### config.mk
export PLATFORM = sky130hd
export DESIGN_NAME = mac_rx_frame_reader
export DESIGN_NICKNAME = d
export VERILOG_FILES = /design/src/rtl/mac_rx_frame_reader.sv
export SDC_FILE = /design/constraint.sdc
export NUM_CORES = 1
export LEC_CHECK = 0
export ABC_AREA = 1
export BUFFER_PORTS_ARGS = -buffer_cell sky130_fd_sc_hd__buf_2
export CAP_MARGIN = 20
export CORE_ASPECT_RATIO = 1.25
export CORE_MARGIN = 4
export CORE_UTILIZATION = 55
export DETAILED_ROUTE_END_ITERATION = 8
export HOLD_SLACK_MARGIN = 0.03
export PLACE_DENSITY = 0.87
export SKIP_CTS_REPAIR_TIMING = 1
export SLEW_MARGIN = 0
export SYNTH_ARGS = -nofsm -noshare
export SYNTH_HDL_FRONTEND = slang
export SYNTH_SLANG_ARGS = --single-unit
### constraint.sdc
create_clock -name clk -period 7.55 [get_ports clk]
set_input_delay 1.51 -clock clk [delete_from_list [all_inputs] [get_ports clk]]
set_output_delay 1.51 -clock clk [all_outputs]
set_load 0.1 [all_outputs]
### src/rtl/mac_rx_frame_reader.sv
// mac_rx_frame_reader: pulls one descriptor per frame from the MAC rx pointer
// FIFO, then either streams the frame bytes out through a 2-entry skid buffer
// or silently drains them from the data FIFO when the frame is bad. Only one
// frame is in flight at a time, so SOP/EOP ordering needs no extra tracking.
module mac_rx_frame_reader #(
  parameter int MAX_LEN = 1518,
  parameter int MIN_LEN = 60,
  parameter int CNT_W   = 16
) (
  input  logic             clk,
  input  logic             rst_sys,
  input  logic             ptr_fifo_empty,
  output logic             ptr_fifo_rd,
  input  logic [15:0]      ptr_fifo_dout,
  output logic             data_fifo_rd,
  input  logic [7:0]       data_fifo_dout,
  output logic             o_valid,
  input  logic             o_ready,
  output logic [7:0]       o_data,
  output logic             o_sop,
  output logic             o_eop,
  output logic [11:0]      o_len,
  output logic [CNT_W-1:0] drop_cnt,
  output logic [CNT_W-1:0] frame_cnt
);

  typedef enum logic [2:0] {IDLE, PTR_WAIT, DECODE, STREAM, DROP} state_e;

  typedef struct packed {
    logic [7:0] data;
    logic       sop;
    logic       eop;
  } beat_t;

  state_e           state_q, state_d;
  logic [11:0]      len_q, len_d;
  logic             err_q, err_d;
  logic [11:0]      rem_q, rem_d;
  logic [11:0]      olen_q, olen_d;
  logic [11:0]      wr_idx_q, wr_idx_d;
  logic             infl_q, infl_d;
  logic [CNT_W-1:0] drop_cnt_q, drop_cnt_d;
  logic [CNT_W-1:0] frame_cnt_q, frame_cnt_d;
  beat_t            buf0_q, buf0_d, buf1_q, buf1_d;
  logic [1:0]       occ_q, occ_d;

  logic             ptr_rd_c, data_rd_c;
  logic             push, pop;
  logic [2:0]       slots_used;
  beat_t            new_beat;

  assign o_valid   = (occ_q != 2'd0);
  assign o_data    = buf0_q.data;
  assign o_sop     = o_valid & buf0_q.sop;
  assign o_eop     = o_valid & buf0_q.eop;
  assign o_len     = olen_q;
  assign drop_cnt  = drop_cnt_q;
  assign frame_cnt = frame_cnt_q;

  // Strobes are masked during reset so the FIFOs are never popped while the
  // FSM is being forced back to IDLE.
  assign ptr_fifo_rd  = ptr_rd_c & ~rst_sys;
  assign data_fifo_rd = data_rd_c & ~rst_sys;

  assign push = infl_q;
  assign pop  = o_valid & o_ready;

  // Buffer slots committed after this cycle: entries held plus the byte still
  // in flight, minus the beat leaving now. Counting the departing beat lets a
  // new read issue every cycle while downstream keeps o_ready high.
  assign slots_used = {1'b0, occ_q} + {2'b00, infl_q} - {2'b00, pop};

  // FSM next-state, FIFO read strobes and counter updates
  always_comb begin
    state_d     = state_q;
    len_d       = len_q;
    err_d       = err_q;
    rem_d       = rem_q;
    olen_d      = olen_q;
    infl_d      = 1'b0;
    drop_cnt_d  = drop_cnt_q;
    frame_cnt_d = frame_cnt_q;
    ptr_rd_c    = 1'b0;
    data_rd_c   = 1'b0;
    case (state_q)
      IDLE: begin
        if (!ptr_fifo_empty) begin
          ptr_rd_c = 1'b1;
          state_d  = PTR_WAIT;
        end
      end
      PTR_WAIT: begin
        len_d   = ptr_fifo_dout[11:0];
        err_d   = ptr_fifo_dout[15];
        state_d = DECODE;
      end
      DECODE: begin
        if (len_q == 12'd0) begin
          if (drop_cnt_q != {CNT_W{1'b1}}) drop_cnt_d = drop_cnt_q + 1'b1;
          state_d = IDLE;
        end else if (err_q || (len_q < 12'(MIN_LEN)) || (len_q > 12'(MAX_LEN))) begin
          rem_d   = len_q;
          state_d = DROP;
        end else begin
          rem_d   = len_q;
          olen_d  = len_q;
          state_d = STREAM;
        end
      end
      DROP: begin
        data_rd_c = 1'b1;
        rem_d     = rem_q - 12'd1;
        if (rem_q == 12'd1) begin
          if (drop_cnt_q != {CNT_W{1'b1}}) drop_cnt_d = drop_cnt_q + 1'b1;
          state_d = IDLE;
        end
      end
      STREAM: begin
        if ((rem_q != 12'd0) && (slots_used < 3'd2)) begin
          data_rd_c = 1'b1;
          infl_d    = 1'b1;
          rem_d     = rem_q - 12'd1;
        end
        // EOP is the final byte, so every read has landed by the time it leaves.
        if (pop && buf0_q.eop) begin
          if (frame_cnt_q != {CNT_W{1'b1}}) frame_cnt_d = frame_cnt_q + 1'b1;
          state_d = IDLE;
        end
      end
      default: state_d = IDLE;
    endcase
  end

  // Skid buffer: byte returning from the data FIFO is tagged with SOP/EOP by
  // its index in the frame, then queued behind the current head.
  always_comb begin
    new_beat.data = data_fifo_dout;
    new_beat.sop  = (wr_idx_q == 12'd0);
    new_beat.eop  = (wr_idx_q == (len_q - 12'd1));
    buf0_d        = buf0_q;
    buf1_d        = buf1_q;
    occ_d         = occ_q;
    wr_idx_d      = wr_idx_q;
    if (state_q == DECODE) wr_idx_d = 12'd0;
    if (push) wr_idx_d = wr_idx_q + 12'd1;
    case ({push, pop})
      2'b10: begin
        if (occ_q == 2'd0) buf0_d = new_beat;
        else               buf1_d = new_beat;
        occ_d = occ_q + 2'd1;
      end
      2'b01: begin
        buf0_d = buf1_q;
        occ_d  = occ_q - 2'd1;
      end
      2'b11: begin
        if (occ_q == 2'd1) begin
          buf0_d = new_beat;
        end else begin
          buf0_d = buf1_q;
          buf1_d = new_beat;
        end
      end
      default: ;
    endcase
  end

  // State, counters and skid buffer registers
  always_ff @(posedge clk) begin
    if (rst_sys) begin
      state_q     <= IDLE;
      len_q       <= '0;
      err_q       <= 1'b0;
      rem_q       <= '0;
      olen_q      <= '0;
      wr_idx_q    <= '0;
      infl_q      <= 1'b0;
      drop_cnt_q  <= '0;
      frame_cnt_q <= '0;
      buf0_q      <= '0;
      buf1_q      <= '0;
      occ_q       <= '0;
    end else begin
      state_q     <= state_d;
      len_q       <= len_d;
      err_q       <= err_d;
      rem_q       <= rem_d;
      olen_q      <= olen_d;
      wr_idx_q    <= wr_idx_d;
      infl_q      <= infl_d;
      drop_cnt_q  <= drop_cnt_d;
      frame_cnt_q <= frame_cnt_d;
      buf0_q      <= buf0_d;
      buf1_q      <= buf1_d;
      occ_q       <= occ_d;
    end
  end

endmodule
==> results of run 1 <==
## cells by family (layout without fill, tap and decap cells)
family / Yosys count / after routing / synth area share [%]
compound gates: 191 / 191 / 17.4
flops: 107 / 107 / 36.0
fa+ha+maj: 15 / 15 / 3.28
xor+xnor: 35 / 35 / 5.15
simple gates: 372 / 372 / 26.7
buf+inv: 162 / 223 / 11.5
## cell usage in the layout, fill, tap and decap left out, types with 2 or more instances in the layout
master / Yosys / layout
xor2_1: 21 / 21
nand2_2: 4 / 4
nand3b_1: 2 / 2
nand2_1: 200 / 200
clkinvlp_4: 0 / 3
nand3_1: 44 / 44
a211oi_1: 2 / 2
inv_2: 2 / 2
nor2_1: 77 / 77
a31oi_1: 3 / 3
nor2_2: 5 / 5
nor3b_1: 2 / 2
o22ai_1: 2 / 2
xnor2_1: 14 / 14
clkbuf_16: 0 / 9
buf_2: 7 / 81
o21ai_1: 6 / 6
nand4_1: 10 / 10
nor3_1: 16 / 16
inv_1: 121 / 121
o211ai_1: 3 / 3
ha_1: 14 / 14
o21ai_0: 73 / 73
dfxtp_1: 107 / 107
o221ai_1: 8 / 8
a21oi_1: 86 / 86
nor2_4: 2 / 2
clkinv_2: 1 / 2
nor4_1: 6 / 6
## report_power, final
group	switching [mW]	leakage (nW)	internal (mW)
Clock	0.214	0.128	0.234
Combinational	0.929	1.89	0.334
Sequential	0.108	0.867	0.678
## area by class of cell
cell class | count | area share, %
Timing Repair Buffer | 82 | 6.26
Tap cell | 132 | 2.50
Inverter | 125 | 7.13
Clock buffer | 11 | 3.68
Sequential cell | 107 | 32.5
Clock inverter | 5 | 0.550
Multi-Input combinational cell | 613 | 47.4
## tightest hold or removal path, cell delays in order, from the launching register on
cell and delay [ps]:
dfxtp_1 310, inv_1 40, a21oi_1 50
## per-stage QoR
step,power (mW),worst slack [ps]
after floorplan,1.84,1640
after global placement,2.01,2310
after detailed placement,2.04,2250
after CTS,2.49,2250
after global routing,2.70,2060
final,2.50,2220
## metal layers
layer / track usage [%] / vias up / wire [um]
met5: 0 / - / 0
met4: 7.67 / 0 / 276
met3: 3.87 / 26 / 722
met2: 38.2 / 154 / 6860
met1: 28.3 / 2597 / 5920
li1: - / 2958 / -
## path summary, 6_finish.rpt
path / startpoint / endpoint / slack [ps]
min: o_len[8] / o_len[8] / 440
min reg2reg: o_len[8] / o_len[8] / 440
max: o_ready / data_fifo_rd / 2220
max reg2reg: occ_q[1] / rem_q[10] / 4290
## flip-flops by register name (all words and copies together), names as in the netlist
register   count
occ_q          2
buf1_q        10
len_q         12
err_q          1
state_q        3
o_len         12
o_data         8
infl_q         1
drop_cnt      16
rem_q         12
buf0_q         2
frame_cnt     16
wr_idx_q      12
==> results.py, run 1 <==
metrics = {
    "setup_path": {
        "critPathRequiredTime_ps": 6040,
        "crit_arrival_ps": 3820,
        "cp_max_fo": 4,
        "path_buf_inv": 3,
        "endpoint_kind": "output pin",
        "slowest_delay_ps": 470,
        "cpMostUsedCell": "buf_2",
        "crit_family": "buffers and inverters",
        "slowest_stage": "buf_2",
        "path_depth": 10,
        "path_class": "in -> out",
        "crit_chain": "buf_2 -> nand2_1 -> inv_1 -> ha_1 -> or2_2 -> fa_1 -> xnor2_1 -> nand3_1 -> o22ai_1 -> buf_2",
        "start_kind": "input port",
        "reg2regPathDepth": 13,
    },
    "timing": {
        "relSlewSlack_pct": 46.1,
        "fmax_ghz": 0.188,
        "worst_slew_pin_slew_ps": 808,
        "fin_skew_ps": 7.43,
        "rsz0062_at_grt": "false",
        "holdWs_ps": 442,
        "finalSetupViolCount": 0,
        "slew_viol_final": 0,
        "fin_crit_sh_pct": 70.6,
        "finalSetupTns_ps": 0,
        "min_period_ps": 5330,
        "hold_viol_final": 0,
    },
    "route": {
        "drt_pass1_iterations": 5,
        "routed_wl_um": 13800,
        "ant_nets": 0,
        "routedWlPerCell_um": 12.8,
        "vias": 5735,
        "vias_per_cell": 5.33,
        "drc": 0,
        "drtIter0Drc": 424,
    },
    "clock_network": {
        "cts.sinks": 107,
        "clock_latency_ps": 350,
        "cts_buffers": 9,
        "clockBufferDepth": 2,
        "htreeDepth": 3,
        "clkSlewWorstSetupHoldPaths_ps": 70,
        "root_buffer": "clkbuf_16",
        "tritoncts": "built",
    },
    "flow_run": {
        "maxCapViolations": 0,
    },
    "synth": {
        "synth.yosys.warnings": 0,
        "synth_area_leaders": "dfxtp_1 (36%), nand2_1 (13%), inv_1 (7.6%)",
        "ys_top_cells_by_count": "nand2_1 (200), inv_1 (121), dfxtp_1 (107)",
        "synth-edff-count": 0,
        "synth_seq_area_share_pct": 36.0,
        "synth_seq_cells": 107,
        "post-synth-top-count-cell": "nand2_1",
        "synthArstFlopShare_pct": 0,
        "syn_inst": 882,
        "postSynthAreaPerCell_um2": 6.75,
        "syn-cell-area_um2": 5960,
        "yosysTopAreaCellShare_pct": 36.0,
        "synth_top_area_cell": "dfxtp_1",
        "synth.distinct_cells": 45,
        "synth_ff_type": "dfxtp_1",
        "syn-num-nets": 925,
    },
    "layout": {
        "synthToLayoutAreaGrowth_pct": 10.8,
        "fillers": 1002,
        "finalNetCount": 981,
        "diodes": 0,
        "seqCellArea_um2": 2140,
        "fin_area_um2": 6600,
        "fin_util_pct": 62.2,
        "multi_input_area_um2": 3130,
        "drive_gt1_share_pct": 12.4,
        "fin_cells": 1075,
    },
    "min_path": {
        "holdPathStages": 2,
        "min_path_type": "reg -> reg",
    },
    "floorplan": {
        "die_h_um": 124,
        "dieArea_um2": 12600,
        "io_pins": 85,
        "die_w_um": 101,
        "fp.coreArea_um2": 10600,
        "std_cell_rows": 42,
        "floorplan.initialDensity_pct": 56.1,
    },
    "placed_design": {
        "finalWeightedCongestion": 0.867,
        "dp.cells": 1059,
        "portBuffers": 81,
        "post_dp_cell_area_um2": 6320,
        "dp_hpwl_um": 9870,
    },
    "grt": {
        "grt_usage_pct": 22.5,
        "antenna_found_initial": 0,
        "grt_pass1_vias": 5266,
        "grt_pass1_wl_um": 23700,
        "grt-ovfl-total": 0,
        "grt_start_max_net_pins": 68,
    },
    "power_and_ir_drop": {
        "p_per_area_nw_per_um2": 378,
        "p_leak_nw": 2.89,
        "ir_drop_v": 0.000175,
    },
    "run_status": {
        "status": "finished, final reports clean",
    },
}
No activity file was read; power rests on OpenSTA's default activity.
==> run 2, diff against run 1 <==
--- a/config.mk
+++ b/config.mk
@@ -10,10 +10,10 @@
 export CAP_MARGIN = 20
 export CORE_ASPECT_RATIO = 1.25
 export CORE_MARGIN = 4
-export CORE_UTILIZATION = 55
+export CORE_UTILIZATION = 52
 export DETAILED_ROUTE_END_ITERATION = 8
 export HOLD_SLACK_MARGIN = 0.03
-export PLACE_DENSITY = 0.87
+export PLACE_DENSITY = 0.86
 export SKIP_CTS_REPAIR_TIMING = 1
 export SLEW_MARGIN = 0
 export SYNTH_ARGS = -nofsm -noshare
==> constraint.sdc (replaced) <==
create_clock -name clk -period 4.8 [get_ports clk]
set_input_delay 0.96 -clock clk [delete_from_list [all_inputs] [get_ports clk]]
set_output_delay 0.96 -clock clk [all_outputs]
set_load 0.1 [all_outputs]
==> results.py, run 2 (synthesized netlist as in run 1, its figures left out) <==
metrics = {
    "timing": {
        "finalSetupTns_ps": 0,
        "hold_viol_final": 0,
        "fmax_ghz": 0.236,
        "fin_skew_ps": 12.6,
        "worst_slew_pin_slew_ps": 821,
        "finalSetupViolCount": 0,
        "relSlewSlack_pct": 45.3,
        "fin_crit_sh_pct": 88.2,
        "min_period_ps": 4240,
        "slew_viol_final": 0,
        "rsz0062_at_grt": "false",
    },
    "layout": {
        "synthToLayoutAreaGrowth_pct": 10.8,
        "finalNetCount": 981,
        "fin_cells": 1077,
        "drive_gt1_share_pct": 12.3,
        "final_common_cell": "nand2_1",
        "diodes": 0,
        "fillers": 1042,
        "mostFrequentLayoutCells": "nand2_1 (200), inv_1 (121), dfxtp_1 (107), a21oi_1 (86), buf_2 (81)",
    },
    "setup_path": {
        "cp_max_fo": 5,
        "regToRegStartpoint": "occ_q[1]",
        "r2r_end": "rem_q[4]",
        "r2r_setup_slack_ps": 1540,
        "critical_path.startpoint": "occ_q[1]",
        "path_class": "reg -> out",
        "endpoint_kind": "output pin",
        "critPathRequiredTime_ps": 3840,
        "reg2regPathDepth": 13,
        "cp-endpoint": "data_fifo_rd",
        "start_kind": "flip-flop",
        "crit_arrival_ps": 3280,
    },
    "clock_network": {
        "clock_latency_ps": 350,
        "cts.sinks": 107,
        "clkSlewWorstSetupHoldPaths_ps": 70,
        "cts_buffers": 9,
        "root_buffer": "clkbuf_16",
        "tritoncts": "built",
        "clockBufferDepth": 2,
        "htreeDepth": 3,
    },
    "grt": {
        "antenna_found_initial": 0,
        "grt_start_max_net_pins": 68,
        "met1_usage_pct": 25.5,
        "use_met2_pct": 40.1,
        "use_met3_pct": 3.58,
        "busiest_layer": "met2",
        "grt_usage_pct": 21.9,
        "grt_pass1_wl_um": 24400,
        "grt_pass1_vias": 5446,
        "grt-ovfl-total": 0,
    },
    "route": {
        "vias_per_cell": 5.34,
        "routed_wl_um": 14100,
        "vias": 5753,
        "ant_nets": 0,
        "drc": 0,
        "drtIter0Drc": 322,
        "routedWlPerCell_um": 13.1,
        "drt_pass1_iterations": 5,
    },
    "power_and_ir_drop": {
        "p_leak_nw": 2.89,
        "ir_drop_v": 0.000259,
        "p_per_area_nw_per_um2": 595,
    },
    "min_path": {
        "min_path_type": "reg -> reg",
    },
    "placed_design": {
        "dp.cells": 1062,
        "portBuffers": 81,
        "dp_hpwl_um": 10200,
        "finalWeightedCongestion": 0.879,
    },
    "floorplan": {
        "die_w_um": 104,
        "fp.coreArea_um2": 11100,
        "die_h_um": 128,
        "dieArea_um2": 13200,
        "std_cell_rows": 43,
        "floorplan.initialDensity_pct": 53.5,
        "io_pins": 85,
    },
    "flow_run": {
        "maxCapViolations": 0,
    },
    "run_status": {
        "status": "finished, final reports clean",
    },
}
==> run 2: changes by cell type in the layout (fill, tap and decap cells not counted) <==
cell / change
o22ai_2: +1
clkbuf_1: +1
clkinv_4: +1
clkinvlp_4: -3
o22ai_1: -1
==> run 2: through the flow <==
step	hold WS [ps]	util (%)	total power, mW	instance area [um2]	setup WS [ps]
2_1_floorplan	430	-	2.91	5960	204
3_3_place_gp	431	56.8	3.18	6330	715
3_5_place_dp	435	56.8	3.23	6330	633
4_1_cts	446	59.2	3.92	6600	547
5_1_grt	466	59.2	4.23	6600	337
6_report	443	59.2	3.93	6600	564
==> run 2: how the worst min path moves through the flow <==
stage | from | to | slack, ps | cells after the start
2_1_floorplan | err_q | err_q | 430 | 2
3_3_place_gp | o_len[7] | o_len[7] | 430 | 2
3_5_place_dp | o_len[7] | o_len[7] | 440 | 2
4_1_cts | o_len[7] | o_len[7] | 450 | 2
5_1_grt | o_len[4] | o_len[4] | 470 | 2
6_report | o_len[7] | o_len[7] | 440 | 2
==> run 2: power by group <==
part	internal [mW]	leakage, nW	switching (mW)
Combinational	0.529	1.89	1.47
Sequential	1.07	0.867	0.171
Clock	0.366	0.133	0.323
==> run 2: routing by layer <==
metal  wire length [um]  share of wire (%)  vias up
met3                850                6.0       33
met5                  0                  0        -
li1                   -                  -     2966
met1               5780                 41     2586
met4                367                2.6        0
met2               7110                 50      168
==> run 2: worst max-delay path, stage by stage (launching register included) <==
cell and delay [ps]:
dfxtp_1 390, inv_1 100, ha_1 250, inv_1 90
nand2_1 80, inv_1 110, ha_1 240, or2_2 310
fa_1 390, xnor2_1 150, nand3_1 190, o22ai_2 170
buf_2 460
==> run 2: final cells by class <==
cell class                 count  area (um2)  share of cell area (%)
multi-input combinational    613        3130                    47.5
sequential                   107        2140                    32.5
inverter                     125         470                    7.13
timing repair buffer          82         413                    6.26
clock buffer                  12         246                    3.74
tap                          135         169                    2.56
clock inverter                 3        22.5                   0.341
==> run 3, diff against run 2 <==
--- a/config.mk
+++ b/config.mk
@@ -14,6 +14,7 @@
 export DETAILED_ROUTE_END_ITERATION = 8
 export HOLD_SLACK_MARGIN = 0.03
 export PLACE_DENSITY = 0.86
+export RECOVER_POWER = 25
 export SKIP_CTS_REPAIR_TIMING = 1
 export SLEW_MARGIN = 0
 export SYNTH_ARGS = -nofsm -noshare
==> results.py, run 3 (synthesized netlist as in run 1, its figures left out) <==
metrics = {
    "setup_path": {
        "start_kind": "flip-flop",
        "path_class": "reg -> out",
        "cp_max_fo": 5,
        "critPathRequiredTime_ps": 3840,
        "endpoint_kind": "output pin",
        "crit_arrival_ps": 3300,
    },
    "clock_network": {
        "root_buffer": "clkbuf_16",
        "clockBufferDepth": 2,
        "clock_latency_ps": 350,
        "cts.sinks": 107,
        "htreeDepth": 3,
        "clkSlewWorstSetupHoldPaths_ps": 70,
        "cts_buffers": 9,
        "tritoncts": "built",
    },
    "floorplan": {
        "die_h_um": 128,
        "std_cell_rows": 43,
        "fp.coreArea_um2": 11100,
        "die_w_um": 104,
        "io_pins": 85,
        "dieArea_um2": 13200,
        "floorplan.initialDensity_pct": 53.5,
    },
    "power_and_ir_drop": {
        "ir_drop_v": 0.000258,
        "p_per_area_nw_per_um2": 596,
        "p_leak_nw": 2.79,
    },
    "route": {
        "drt_pass1_iterations": 5,
        "wl_met2_um": 7110,
        "vias_per_cell": 5.34,
        "routed_wl_um": 14100,
        "vias": 5749,
        "routedWlPerCell_um": 13.1,
        "ant_nets": 0,
        "drc": 0,
        "met3WireLength_um": 813,
        "wirelength_met1_um": 5820,
        "top_layer": "met4",
        "drtIter0Drc": 309,
    },
    "timing": {
        "hold_viol_final": 0,
        "rsz0062_at_grt": "false",
        "worst_slew_pin_slew_ps": 1900,
        "fin_crit_sh_pct": 88.8,
        "min_period_ps": 4260,
        "fin_skew_ps": 12.6,
        "slew_viol_final": 40,
        "finalSetupTns_ps": 0,
        "fmax_ghz": 0.235,
        "relSlewSlack_pct": -26.5,
        "finalSetupViolCount": 0,
    },
    "run_status": {
        "status": "finished, violations left",
        "violations": "max-capacitance violations, max-slew violations",
    },
    "layout": {
        "mostFrequentLayoutCells": "nand2_1 (200), inv_1 (121), dfxtp_1 (107), a21oi_1 (86), nor2_1 (77)",
        "drive_gt1_share_pct": 9.55,
        "fin_area_um2": 6560,
        "final_common_cell": "nand2_1",
        "diodes": 0,
        "finalNetCount": 981,
        "synthToLayoutAreaGrowth_pct": 10.1,
    },
    "grt": {
        "grt_pass1_vias": 5446,
        "grt-ovfl-total": 0,
        "grt_start_max_net_pins": 68,
        "antenna_found_initial": 0,
        "grt_usage_pct": 21.9,
        "grt_pass1_wl_um": 24400,
    },
    "placed_design": {
        "post_dp_cell_area_um2": 6330,
        "finalWeightedCongestion": 0.879,
        "portBuffers": 81,
        "dp_hpwl_um": 10200,
    },
    "flow_run": {
        "maxCapViolations": 1,
    },
    "min_path": {
        "min_path_type": "reg -> reg",
    },
}
==> run 3: changes by cell type in the layout (fill, tap and decap cells not counted), sizes merged <==
| cell | before | now |
|---|---|---|
| buf | 82 | 56 |
| clkbuf | 12 | 38 |
==> run 3: routing by layer <==
layer	vias to the layer above	global-route usage (%)
met4	0	9.08
met2	157	40.1
li1	2969	-
met1	2594	25.5
met3	29	3.58
met5	-	0
==> run 3: stage by stage <==
step | hold WS [ps] | std cells | utilization, % | setup slack [ps] | power (mW)
2_1_floorplan | 430 | 882 | - | 204 | 2.91
3_3_place_gp | 431 | 1062 | 56.8 | 715 | 3.18
3_5_place_dp | 435 | 1062 | 56.8 | 633 | 3.23
4_1_cts | 446 | 1077 | 59.2 | 547 | 3.92
5_1_grt | 468 | 1077 | 58.9 | 318 | 4.21
6_report | 446 | 1077 | 58.9 | 539 | 3.91
==> run 3: path summary, 6_finish.rpt <==
check                           slack (ps)           end  cells after the start     start
worst min register to register         450      o_len[7]                      2  o_len[7]
worst min-delay path                   450      o_len[7]                      2  o_len[7]
worst max-delay path                   540  data_fifo_rd                     12  occ_q[1]
worst max register to register        1520     rem_q[10]                     13  occ_q[1]
==> run 3: worst max-delay path: stages (launching register included) <==
cell	delay, ps
dfxtp_1	390
inv_1	100
ha_1	250
inv_1	90
nand2_1	80
inv_1	110
ha_1	240
or2_2	310
fa_1	390
xnor2_1	150
nand3_1	190
o22ai_2	170
buf_2	480
==> run 3: layout make-up <==
class / count / area (um2)
Clock buffer: 12 / 246
Tap cell: 135 / 169
Multi-Input combinational cell: 613 / 3130
Inverter: 125 / 470
Timing Repair Buffer: 82 / 379
Clock inverter: 3 / 22.5
Fill cell: 1061 / 4580
Sequential cell: 107 / 2140
==> run 3: power breakdown <==
group / internal (mW) / switching (mW)
combinational: 0.513 / 1.47
clock: 0.366 / 0.319
sequential: 1.07 / 0.173
